===== src/rtl/lcd_pkg.sv =====
// Shared constants and types for the character-LCD time-line path.
package lcd_pkg;

  localparam logic [7:0] CH_SPACE = 8'h20;
  localparam logic [7:0] CH_ZERO  = 8'h30;
  localparam logic [7:0] CH_DASH  = 8'h2D;
  localparam logic [7:0] CH_COLON = 8'h3A;

  localparam int unsigned LINE2_BASE = 16;
  localparam int unsigned LINE_LEN   = 16;

  // One time field is a byte: tens digit in the upper nibble, ones in the lower.
  localparam int unsigned FIELD_W = 8;

  typedef struct packed {
    logic [3:0] tens;
    logic [3:0] ones;
  } bcd_field_t;

  typedef enum logic [1:0] {
    SLOT_TENS = 2'd0,
    SLOT_ONES = 2'd1,
    SLOT_SEP  = 2'd2
  } slot_e;

  typedef enum logic {
    PHASE_VISIBLE = 1'b0,
    PHASE_HIDDEN  = 1'b1
  } phase_e;

  typedef struct packed {
    logic [2:0] group;
    slot_e      slot;
  } pos_t;

  // Maps a line-2 offset to (group, slot) = (p/3, p%3) without a divider.
  function automatic pos_t decode_pos(input logic [3:0] p);
    pos_t d;
    d.group = '0;
    d.slot  = SLOT_TENS;
    case (p)
      4'd0:  begin d.group = 3'd0; d.slot = SLOT_TENS; end
      4'd1:  begin d.group = 3'd0; d.slot = SLOT_ONES; end
      4'd2:  begin d.group = 3'd0; d.slot = SLOT_SEP;  end
      4'd3:  begin d.group = 3'd1; d.slot = SLOT_TENS; end
      4'd4:  begin d.group = 3'd1; d.slot = SLOT_ONES; end
      4'd5:  begin d.group = 3'd1; d.slot = SLOT_SEP;  end
      4'd6:  begin d.group = 3'd2; d.slot = SLOT_TENS; end
      4'd7:  begin d.group = 3'd2; d.slot = SLOT_ONES; end
      4'd8:  begin d.group = 3'd2; d.slot = SLOT_SEP;  end
      4'd9:  begin d.group = 3'd3; d.slot = SLOT_TENS; end
      4'd10: begin d.group = 3'd3; d.slot = SLOT_ONES; end
      4'd11: begin d.group = 3'd3; d.slot = SLOT_SEP;  end
      4'd12: begin d.group = 3'd4; d.slot = SLOT_TENS; end
      4'd13: begin d.group = 3'd4; d.slot = SLOT_ONES; end
      default: ;
    endcase
    return d;
  endfunction

endpackage


===== src/rtl/lcd_blink_timer.sv =====
// Free-running blink divider: phase toggles every BLINK_DIV clock cycles.
module lcd_blink_timer
  import lcd_pkg::*;
#(
  parameter int unsigned BLINK_DIV = 25000000
) (
  input  logic   clk,
  input  logic   rst,
  output phase_e phase
);

  localparam int unsigned CW = (BLINK_DIV > 1) ? $clog2(BLINK_DIV) : 1;
  localparam logic [CW-1:0] LAST = CW'(BLINK_DIV - 1);

  logic [CW-1:0] cnt;

  // Count 0..BLINK_DIV-1 and flip the phase on each wrap.
  always_ff @(posedge clk or posedge rst) begin
    if (rst) begin
      cnt   <= '0;
      phase <= PHASE_VISIBLE;
    end else if (cnt == LAST) begin
      cnt   <= '0;
      phase <= (phase == PHASE_VISIBLE) ? PHASE_HIDDEN : PHASE_VISIBLE;
    end else begin
      cnt <= cnt + 1'b1;
    end
  end

endmodule


===== src/rtl/lcd_time_line_fmt.sv =====
// Character generator for the 2x16 LCD: line 1 blank, line 2 shows BCD time
// fields from a per-frame snapshot, with edit blink, invalid-digit glyph and
// optional leading-zero blanking. One registered ASCII byte per request.
module lcd_time_line_fmt
  import lcd_pkg::*;
#(
  parameter int unsigned NUM_FIELDS = 3,
  parameter int unsigned START_COL  = 0,
  parameter int unsigned BLINK_DIV  = 25000000,
  parameter int unsigned LZB        = 0,
  parameter logic [7:0]  SEP_CHAR   = 8'h3A
) (
  input  logic                      clk,
  input  logic                      rst,
  input  logic                      req,
  input  logic [4:0]                index,
  input  logic [8*NUM_FIELDS-1:0]   fields_bcd,
  input  logic [2:0]                edit_sel,
  output logic                      valid,
  output logic [7:0]                out
);

  localparam int unsigned SPAN        = 3 * NUM_FIELDS - 1;
  localparam int unsigned LINE2_START = LINE2_BASE + START_COL;
  localparam logic [2:0]  LAST_FIELD  = 3'(NUM_FIELDS - 1);

  phase_e                    phase;
  logic [8*NUM_FIELDS-1:0]   snap_fields;
  logic [2:0]                snap_edit;
  phase_e                    snap_phase;

  logic       in_line2;
  logic [4:0] rel;
  pos_t       pos;
  logic [2:0] fsel;
  bcd_field_t fld;
  logic [3:0] nib;
  logic [7:0] ch;

  lcd_blink_timer #(
    .BLINK_DIV(BLINK_DIV)
  ) u_blink (
    .clk  (clk),
    .rst  (rst),
    .phase(phase)
  );

  // Latch the time value, edit selection and blink phase at the start of a frame.
  always_ff @(posedge clk or posedge rst) begin
    if (rst) begin
      snap_fields <= '0;
      snap_edit   <= '0;
      snap_phase  <= PHASE_VISIBLE;
    end else if (req && (index == 5'd0)) begin
      snap_fields <= fields_bcd;
      snap_edit   <= edit_sel;
      snap_phase  <= phase;
    end
  end

  // Render the character for the current index from the snapshot.
  // Index 0 is on line 1 and always a space, so rendering it from the
  // pre-latch snapshot is indistinguishable from using the new one.
  always_comb begin
    rel      = index - 5'(LINE2_START);
    in_line2 = ({1'b0, index} >= 6'(LINE2_START)) && (rel < 5'(SPAN));
    pos      = decode_pos(rel[3:0]);
    fsel     = LAST_FIELD - pos.group;
    fld      = '0;
    for (int unsigned k = 0; k < NUM_FIELDS; k++) begin
      if (fsel == 3'(k)) fld = snap_fields[FIELD_W*k +: FIELD_W];
    end
    nib = (pos.slot == SLOT_TENS) ? fld.tens : fld.ones;
    ch  = CH_SPACE;
    if (in_line2) begin
      if (pos.slot == SLOT_SEP)
        ch = SEP_CHAR;
      else if ((snap_phase == PHASE_HIDDEN) && (snap_edit == fsel + 3'd1))
        ch = CH_SPACE;
      else if (nib > 4'd9)
        ch = CH_DASH;
      else if ((LZB != 0) && (fsel == LAST_FIELD) && (pos.slot == SLOT_TENS) && (nib == 4'd0))
        ch = CH_SPACE;
      else
        ch = CH_ZERO + {4'h0, nib};
    end
  end

  // Register the response; out holds its value when there is no request.
  always_ff @(posedge clk or posedge rst) begin
    if (rst) begin
      out   <= 8'h00;
      valid <= 1'b0;
    end else begin
      valid <= req;
      if (req) out <= ch;
    end
  end

endmodule

===== config.mk =====
export PLATFORM = sky130hd
export DESIGN_NAME = lcd_time_line_fmt
export DESIGN_NICKNAME = d
export VERILOG_FILES = /design/src/rtl/lcd_pkg.sv /design/src/rtl/lcd_blink_timer.sv /design/src/rtl/lcd_time_line_fmt.sv
export SDC_FILE = /design/constraint.sdc
export NUM_CORES = 1
export LEC_CHECK = 0
export CORE_UTILIZATION = 35
export DETAILED_ROUTE_END_ITERATION = 6
export PLACE_DENSITY = 0.57
export SYNTH_ARGS = -nofsm -noshare
export SYNTH_HDL_FRONTEND = slang
export SYNTH_HIERARCHICAL = 1
export SYNTH_SLANG_ARGS = --single-unit

===== constraint.sdc =====
create_clock -name clk -period 2.35 [get_ports clk]
set_clock_uncertainty 0.15 [all_clocks]
set_input_delay 0.47 -clock clk [delete_from_list [all_inputs] [get_ports clk]]
set_output_delay 0.47 -clock clk [all_outputs]
set_load 0.05 [all_outputs]

Word level (Yosys, flattened, before mapping)

Index checks and enable logic that the tools add are counted.

Bits in registers: 63
Input port bits: 35
Output and inout port bits: 9
Word-level logic and storage cells: 50

$add $sub $neg: 5
Order comparisons: 3
Equal/unequal tests: 18
Multiplexer cells: 11
Reduce and logical (&&, ||, !) cells: 6

Operator list:

| kind                                                 | count |
|---|---|
| one-hot mux 5 bit (13 select lines)                  | 1 |
| 2-to-1 mux 7 bit                                     | 4 |
| adder 25 x 1 -> 25 bit, second input constant        | 1 |
| == test 25 bit, second input constant                | 1 |
| 2-to-1 mux 25 bit                                    | 1 |
| == test 4 bit, second input constant                 | 6 |
| 2-to-1 mux 8 bit                                     | 3 |
| == test 4 x 3 -> 1 bit, second input constant        | 4 |
| == test 4 x 2 -> 1 bit, second input constant        | 2 |
| adder 6 x 4 -> 7 bit, first input constant           | 1 |
| >= comparator 5 bit, second input constant           | 1 |
| zero test 5 bit                                      | 1 |
| < comparator 5 x 4 -> 1 bit, second input constant   | 1 |
| subtractor 5 bit, second input constant              | 1 |
| == test 4 x 1 -> 1 bit, second input constant        | 1 |
| greater-than comparator 4 bit, second input constant | 1 |
| 2-to-1 mux 4 bit                                     | 1 |
| adder 3 x 1 -> 3 bit, second input constant          | 1 |
| == test 3 x 1 -> 1 bit, second input constant        | 1 |
| == test 3 x 2 -> 1 bit, second input constant        | 1 |
| == test 3 bit                                        | 1 |
| logical AND 1 bit                                    | 3 |
| zero test 3 bit                                      | 1 |
| subtractor 2 x 3 -> 3 bit, first input constant      | 1 |
| other kinds (3)                                      | 3 |

Logic depth before layout (Yosys ltp)

Depth in word-level cells: 14
Gate-level depth with buffers: 9

Modules after synthesis

Netlist, hierarchy kept.

Modules (own cells, without submodules):

| module            | times used | cells an instance | area each (sq um) |
|---|---|---|---|
| lcd_time_line_fmt | 1          | 190               | 2029.4 |
| lcd_blink_timer   | 1          | 132               | 1331.3 |

Worst setup path before layout

No wires, ideal clock.

Path kind: in2reg
Start: input index[0]
End: register out[4]
Setup time: 0.119 ns
Arrival: 1.766 ns
Slack: 0.316 ns
Stages on the path: 7
Path buffers: 1
Cells stage by stage: buf_4 -> inv_2 -> maj3_2 -> o21ai_4 -> mux2i_1 -> a22oi_2 -> a21bo_1

Word-level cells in the longest chain between the ends: 14
Elaborated cells between the ends (all ways): 37

RTL lines:

| what                                                                         | line                                             | RTL |
|---|---|---|
| start: declaration                                                           | lcd_time_line_fmt.sv:16                          | `input logic [4:0] index,` |
| subtractor 5 bit                                                             | lcd_time_line_fmt.sv:65                          | `rel = index - 5'(LINE2_START);` |
| == test 4 bit, or another cell as far along                                  | lcd_pkg.sv:41                                    | `case (p)` |
| one-hot mux 5 bit (13 select lines)                                          | lcd_pkg.sv:41                                    |  |
| subtractor 2 x 3 -> 3 bit                                                    | lcd_time_line_fmt.sv:68                          | `fsel = LAST_FIELD - pos.group;` |
| zero test 3 bit                                                              | lcd_time_line_fmt.sv:71                          | `if (fsel == 3'(k)) fld = snap_fields[FIELD_W*k +: FIELD_W];` |
| 2-to-1 mux 8 bit (3 in a row)                                                | lcd_time_line_fmt.sv:71                          |  |
| 2-to-1 mux 4 bit                                                             | lcd_time_line_fmt.sv:73                          | `nib = (pos.slot == SLOT_TENS) ? fld.tens : fld.ones;` |
| adder 6 x 4 -> 7 bit / greater-than comparator 4 bit (equally long branches) | lcd_time_line_fmt.sv:85, lcd_time_line_fmt.sv:80 |  |
| 2-to-1 mux 7 bit                                                             | lcd_time_line_fmt.sv:80                          | `else if (nib > 4'd9)` |
| 2-to-1 mux 7 bit                                                             | lcd_time_line_fmt.sv:78                          | `else if ((snap_phase == PHASE_HIDDEN) && (snap_edit == fsel + 3'd1))` |
| 2-to-1 mux 7 bit                                                             | lcd_time_line_fmt.sv:76                          | `if (pos.slot == SLOT_SEP)` |
| 2-to-1 mux 7 bit *                                                           | lcd_time_line_fmt.sv:75                          | `if (in_line2) begin` |
| end signal: assignment                                                       | lcd_time_line_fmt.sv:96                          | `if (req) out <= ch;` |
| end: declaration                                                             | lcd_time_line_fmt.sv:20                          | `output logic [7:0] out` |

Mark *: on every way between the ends. The rest lies on a longest branch, timed or not.
A chain may end at the register's enable or synchronous reset.

Final worst setup path

Start: input index[3]
End: register out[4]

The elaborated chain is that of the path after synthesis.

==> results by stage <==
Job:
- The tool flagged a number of max-cap violations equal to 0.

CTS:
- In this run, CTS created clock tree buffers numbering 9.
- The clock drives 61 sinks.
- Counting along the longest clock path gives a buffer depth of 2.
- After clock tree synthesis, the clock-pin slew on the worst setup and hold paths is around 70 ps.
- Clock latency on the worst-skew pair, taken at its later pin, is roughly 330 ps.
- The number of hold buffers added after cts is 0.
- The tree is rooted in a clkbuf_8.
- TritonCTS built the clock tree.
- In this run the number of H-tree levels came out at 3.

Worst setup path:
- Measured in cells, the most critical reg-to-reg path has a length of 4.
- The worst stage delay on the critical path is between 400 and 500 ps.
- At the worst endpoint, the required time is about 2400 ps.
- On the critical path, the stage with the largest delay is an instance of clkdlybuf4s50_1.
- The worst register-to-register path ends at u_blink/cnt[5].
- The start-to-end type of the worst setup path is in -> reg.
- The register-to-register setup slack is between 200 and 300 ps.
- The worst-path maximum fanout is 10.
- The start of the worst register-to-register path is u_blink/cnt[6].
- The data arrival at the endpoint of the critical path is roughly 2400 ps.
- STA classifies the critical path startpoint as an input port.
- The sort of element at the end of the critical path is a register.
- Traced cell by cell, the critical path runs through clkdlybuf4s50_1, buf_6, and3b_1, a211o_1, o21ai_4, mux2i_2, a22oi_2, a21bo_1.

Floorplanning:
- The horizontal extent of the die is roughly 100 um.
- The top-level port count is 44.
- The floorplan step defined a core boundary enclosing 9280 um2.
- The number of rows in the core area is 35.
- The die covers 10000 um2.
- The die is 100 um tall.
- For this configuration, the core starts out at a cell density of 0.362.

Timing:
- Dividing the final minimum period by the clock period gives 0.967.
- Setup repair after global routing left no endpoint under its margin.
- The pin slew with the least headroom to its limit is 572 ps.
- Setup slack on the critical path of the routed design comes to a little under 80 ps.
- Measured against its own limit, the worst slew margin works out to 0.615.
- Based on the critical path, the design can be clocked at up to between 400 and 500 MHz.
- The routed design could run at a clock period as short as ~2300 ps.
- The number of max-slew violations in the final report is 0.
- The count of final setup violators is 0.
- The number of hold violations in the final report came to 0.

Power and ir drop:
- The design draws around 2600 uW.
- Across the VDD grid, the largest voltage drop is between 0.2 and 0.25 mV.
- For this design the ratio of total power to cell area is slightly below 600 nW/um2.
- The leakage dissipation is 0.00192 uW.

Global route:
- Entering global routing, the biggest net connects 36 pins.
- The initial antenna violation count is 0.
- For this run, the total global-route usage over all layers was measured as 0.161.
- The global-route congestion overflow total is 0.
- The first-pass GRT wire length is between 10000 and 15000 um.
- The via count of the first global-routing pass is ~2600.

Layout:
- The finished layout holds 527 standard cells, fillers aside.
- The post-synthesis to final-layout area growth is 28.4%.
- The share of the core filled with cells is 0.465.
- 0 antenna diodes ended up in the layout.
- The total number of nets in the final design is roughly 430.
- In the final layout, the share of cells above drive strength 1 is 0.244.

Route:
- The DRC violation count after routing is 0.
- For this block, the initial DRC count from the detailed router was approximately 140.
- The antenna violation net count after detailed routing is 0.
- The total via count in the routed design is roughly 2700.
- The via density per instance is a little over 5.
- The detailed-route wire length per cell is between 10 and 15 um.
- The final layout contains routed wiring with a total length of 7510 um.
- The first detailed-routing pass took 5 iterations.

Status:
- The flow ran to the end, and the final reports show no timing, DRC or antenna violations.

Yosys:
- Synthesis produced 322 cells.
- The sequential share of the synthesized area is 0.454.
- The Yosys step of the flow raised 6 warnings.
- After synthesis, the share of flip-flops with an asynchronous set or reset is 1.00.
- The mean area per synthesized cell is around 10 um2.
- The most used flip-flop cell after synthesis is dfrtp_1.
- In this run, synthesis produced a sequential element count of 61.
- After synthesis, the netlist uses between 60 and 70 different library cells.
- The cell area after synthesis is 3360 um2.
- The number of enable-type register cells in the synthesized netlist is 0.

Min path:
- The endpoint with the worst hold slack is out[5].
- The number of cells on the worst hold path is 1.
- The min-delay analysis places its worst path in the category reg -> reg.
- The start point of the worst min-delay path is out[5].

Placement:
- The cell total after placement is ~510.
- The pre-CTS worst setup slack is -329 ps.
- The count of input and output buffers is between 40 and 50.
- The final estimated routing congestion in global placement is approximately 0.85.
- The detailed placement HPWL is 5500 um.
==> Yosys cell counts, types with 6 or more instances <==
cell / instances / area share
a21oi_1: 19 / 0.028
buf_2: 7 / 0.010
buf_4: 7 / 0.016
dfrtp_1: 61 / 0.45
inv_1: 11 / 0.012
mux2_2: 28 / 0.094
mux2i_1: 8 / 0.024
nand2_1: 19 / 0.021
nand2b_1: 8 / 0.015
nand3_1: 14 / 0.021
nand4_1: 6 / 0.011
nor2_1: 22 / 0.025
o21ai_0: 11 / 0.016
xnor2_1: 7 / 0.018
xor2_1: 6 / 0.016
==> per-layer routing <==
metal | routed length (um) | track usage | up-vias
li1 | - | - | 1318
met1 | 3890 | 0.240 | 1274
met2 | 3140 | 0.227 | 70
met3 | 402 | 0.0425 | 8
met4 | 87 | 0.0524 | 0
met5 | 0 | 0 | -
==> worst max-delay path by stage <==
stage | start | slack [ps] | depth (start not counted) | endpoint
floorplan | index[0] | 320 | 7 | out[4]
global placement | index[0] | -240 | 8 | out[4]
detailed placement | index[0] | -330 | 8 | out[0]
CTS | index[0] | 30 | 8 | out[0]
global route | index[3] | 0.4 | 8 | out[4]
finish | index[3] | 80 | 8 | out[4]
==> repair_timing <==
item	in CTS	in global routing
resized for setup	0	9
buffers inserted	0	3
setup endpoints to repair	0	5
==> cells in the final DEF (no fill, tap or decap), types with 5 or more instances in the layout <==
master / instances
nor2_1: 22
mux2i_1: 5
inv_1: 11
clkdlybuf4s50_1: 40
nor3_1: 5
nand2b_1: 8
mux2_2: 28
a21oi_1: 19
buf_4: 30
dfrtp_1: 61
xor2_1: 6
nand3_1: 14
nand4_1: 6
o21ai_0: 11
and4_1: 5
nand2_1: 19
xnor2_1: 7
clkbuf_8: 9
==> stage by stage <==
step	setup TNS, ps	area, um2	hold slack, ps
after floorplan	0	3360	288
after global placement	-3470	4070	304
after detailed placement	-4840	4070	308
after CTS	0	4250	323
after global routing	0	4320	336
final	0	4320	314
==> worst max-delay path, delay by kind of cell <==
kind | cells | cell delay [ps]
and+or+nand+nor | 1 | 180
buffers and inverters | 2 | 620
AOI/OAI and AO/OA | 4 | 770
muxes | 1 | 300
==> state kept, by name, summed over array words and instances, names as in the netlist <==
signal and flops:
snap_fields 24, valid 1, out 6, u_blink/cnt 25, snap_edit 3, snap_phase 1, u_blink/phase 1
==> cell type report <==
class,count,area (um2)
Multi-Input combinational cell,232,1700
Clock inverter,4,48.8
Clock buffer,12,135
Timing Repair Buffer,76,697
Tap cell,129,161
Inverter,13,48.8
Fill cell,885,4970
Sequential cell,61,1530
==> where the power goes <==
| group | internal (uW) | leakage, uW | switching [uW] | total [uW] |
|---|---|---|---|---|
| sequential | 1150 | 0.000796 | 72.1 | 1220 |
| clock | 490 | 0.0000943 | 404 | 893 |
| combinational | 253 | 0.00103 | 207 | 460 |
| total | 1890 | 0.00192 | 683 | 2570 |
==> cells by family after synthesis <==
group | share of synthesized area
AOI/OAI and AO/OA | 0.140
xor gates and xnor gates | 0.0339
adders and majority gates | 0.00707
buffers and inverters | 0.0484
DFF | 0.454
muxes | 0.118
other | 0.00112
and+or+nand+nor | 0.198
Note: power is estimated with default switching activity, not from simulation.
==> patch, RTL diff (config.mk and constraints unchanged) <==
Remove the register `valid`: a continuous assignment takes its place, so the output `valid` follows one clock earlier.
--- a/src/rtl/lcd_time_line_fmt.sv
+++ b/src/rtl/lcd_time_line_fmt.sv
@@ -92,5 +92,3 @@
       out   <= 8'h00;
-      valid <= 1'b0;
     end else begin
-      valid <= req;
       if (req) out <= ch;
@@ -99,2 +97,4 @@
 
+  assign valid = req;
+
 endmodule
Check against the original RTL: not equivalent (Yosys sat finds a counterexample within 4 cycles, from zero or initial values and one cycle with rst high).
==> patch against the unedited design <==
- global-route usage is 0.40 points higher
- first-iteration DRC count is 51% lower
- sequential cell count down 1
- count of clock-buffer cells in the layout rose by 1
- total power up 3.3%
- wire length is 1.4% lower
- fmax is 0.97% lower
- die area fell by 0.59%
- design area up 1.1%
- combinational power is 4% higher
- area after synthesis is 0.60% lower
- worst setup slack got worse by 22 ps
- highest routed layer unchanged
==> patch: results (changes against the unedited design) <==
* Run status: completed
* Synth top area cells: dfrtp_1 45%, mux2_2 9.4%, a21oi_1 2.8%
* Leakage power figure at 1.945 nW (+1.3%)
* Worst skew pair latency at 330 ps (about the same)
* FF-to-FF setup slack at 280 ps
* Number of global-route vias before repair at 2599 (-0.91%)
* HPWL Detailed at 5364 um (-2.5%)
* Cell at the slowest stage of the critical path: or4_1
* Largest fanout on the critical path at 7 (-3)
* Count of synthesis-stage warnings from yosys at 6 (unchanged)
* Total Nets Final at 425 (-0.93%)
* Worst setup path endpoint: out[4]
* Netlist cell types at 64 (+3.2%)
* Register area share after synthesis at 44.94% (-0.48 points)
* Antenna violations before repair at 0 (unchanged)
* Startpoint of the worst register-to-register path: u_blink/cnt[0]
* Clock transition time at the flip-flop clock pins of the worst setup and hold paths at 60 ps
* Min-delay worst type: flip-flop to flip-flop
* GR Util All Layers at 16.54% (+0.40 points)
* Detailed-routing iteration count for the pre-antenna-repair pass at 4 (-1)
* Inserted Diodes at 0 (unchanged)
* Arrival time reported for the critical path endpoint at 2370 ps (+20 ps)
* Number of instances in the placed design at 507 (unchanged)
* Async set-reset flop share out of synthesis at 100.0% (unchanged)
* Dominant delay contributor by cell family on the critical path: buffers and inverters
* WL per Instance at 14.23 um (-0.22%)
* Number of cell instances on the worst register-to-register path at 5 (+1)
* Dominant register cell in the synthesized netlist: dfrtp_1
* Synth top cells by count: 60 x dfrtp_1, 28 x mux2_2, 21 x nor2_1, 19 x a21oi_1, 18 x nand2_1
* Final cell count without fillers at 521 (-1.1%)
* TritonCTS buffer count at 9 (unchanged)
* Capture instance of the worst register-to-register path: u_blink/cnt[22]
* RD Place Congestion at 0.7972 (-6.6%)
* Number of buffers inserted by port buffering at 41 (unchanged)
* Delay of the slowest critical-path stage at 540 ps (+60 ps)
* H-tree depth at 3 (unchanged)
* Worst Tran Pin Value at 507.4 ps (-64.83 ps)
* Routed via count at 2652 (-0.67%)
* Post-synthesis instance total at 322 (unchanged)
* Number of inserted filler cells in the final layout at 904 (+2.1%)
* Clock buffer depth at 2 (unchanged)
* Worst setup path startpoint: index[1]
* Worst vdd rail ir drop at 0.2666 mV (+11%)
* Largest net degree at the start of global routing at 35 (-2.8%)
* Fraction of layout instances using a drive strength above 1 at 26.53% (+2.2 points)
* Starting DRC count in detailed routing at 67 (-51%)
* Internal power summed over all cells at 1.991 mW (+5.2%)
* First-pass GRT wire length at 12720 um (+0.60%)
## patch: changes by cell type in the layout (fill, tap and decap cells not counted), sizes merged, moves of 2 or more
| cell | unedited run | this run |
|---|---|---|
| clkdlybuf4s50 | 40 | 38 |
| buf | 35 | 33 |
| and3 | 4 | 6 |
| clkinv | 3 | 0 |
## patch: through the flow
step / setup slack, ps / TNS (ps) / power (mW) / cell area [um2]
2_1_floorplan: 354.7 / 0 / 1.488 / 3344
3_3_place_gp: -433.3 / -4959 / 1.669 / 4065
3_5_place_dp: -445.4 / -5718 / 1.677 / 4065
4_1_cts: 5.529 / 0 / 2.683 / 4292
5_1_grt: 6.700 / 0 / 2.805 / 4363
6_report: 56.36 / 0 / 2.660 / 4363
## patch: worst min-delay path by stage
stage / start / end / slack (ps) / depth (start not counted)
finish: u_blink/cnt[0] / u_blink/cnt[0] / 320 / 1
global route: u_blink/cnt[0] / u_blink/cnt[0] / 350 / 1
CTS: u_blink/phase / u_blink/phase / 320 / 1
detailed placement: out[5] / out[5] / 320 / 1
global placement: out[5] / out[5] / 310 / 1
floorplan: u_blink/phase / u_blink/phase / 290 / 1
## patch: layer usage
metal / wire length (um) / share of wire (%) / track usage (%) / up-vias
li1: - / - / - / 1310
met5: 0 / 0 / 0 / -
met2: 3638 / 49 / 26.74 / 42
met1: 3437 / 46 / 21.16 / 1292
met3: 244 / 3.3 / 4.849 / 8
met4: 93 / 1.3 / 5.430 / 0
## patch: power by group through the flow
stage	Sequential, mW	Combinational (mW)	Clock [mW]
6_report	1.21	0.478	0.973
5_1_grt	1.22	0.520	1.06
4_1_cts	1.21	0.458	1.02
3_5_place_dp	1.23	0.451	0
3_3_place_gp	1.22	0.447	0
2_1_floorplan	1.22	0.266	0
## patch: cell type report
type / instances / area share, %
Sequential cell: 60 / 34.41
Multi-Input combinational cell: 232 / 40.06
Timing Repair Buffer: 73 / 15.92
Tap cell: 129 / 3.699
Clock inverter: 1 / 0.6883
Clock buffer: 13 / 4.101
Inverter: 13 / 1.118
## patch: kinds of logic (layout without fill, tap and decap cells)
| logic type | Yosys count | count (layout) | share of synthesized area (%) |
|---|---|---|---|
| compound gates | 67 | 67 | 13.75 |
| xor+xnor | 13 | 13 | 3.408 |
| fa+ha+maj | 2 | 2 | 0.7115 |
| buf+inv | 31 | 100 | 5.243 |
| flops | 60 | 60 | 44.94 |
| mux | 36 | 36 | 11.95 |
| other cells | 1 | 2 | 0.1123 |
| simple gates | 112 | 112 | 19.89 |
## patch: what timing repair did
item / 4_1_cts / 5_1_grt
setup buffers: 0 / 0
gates cloned: 0 / 0
resized for setup: 4 / 15
endpoints found under the setup margin: 2 / 5
pin swaps: 0 / 2
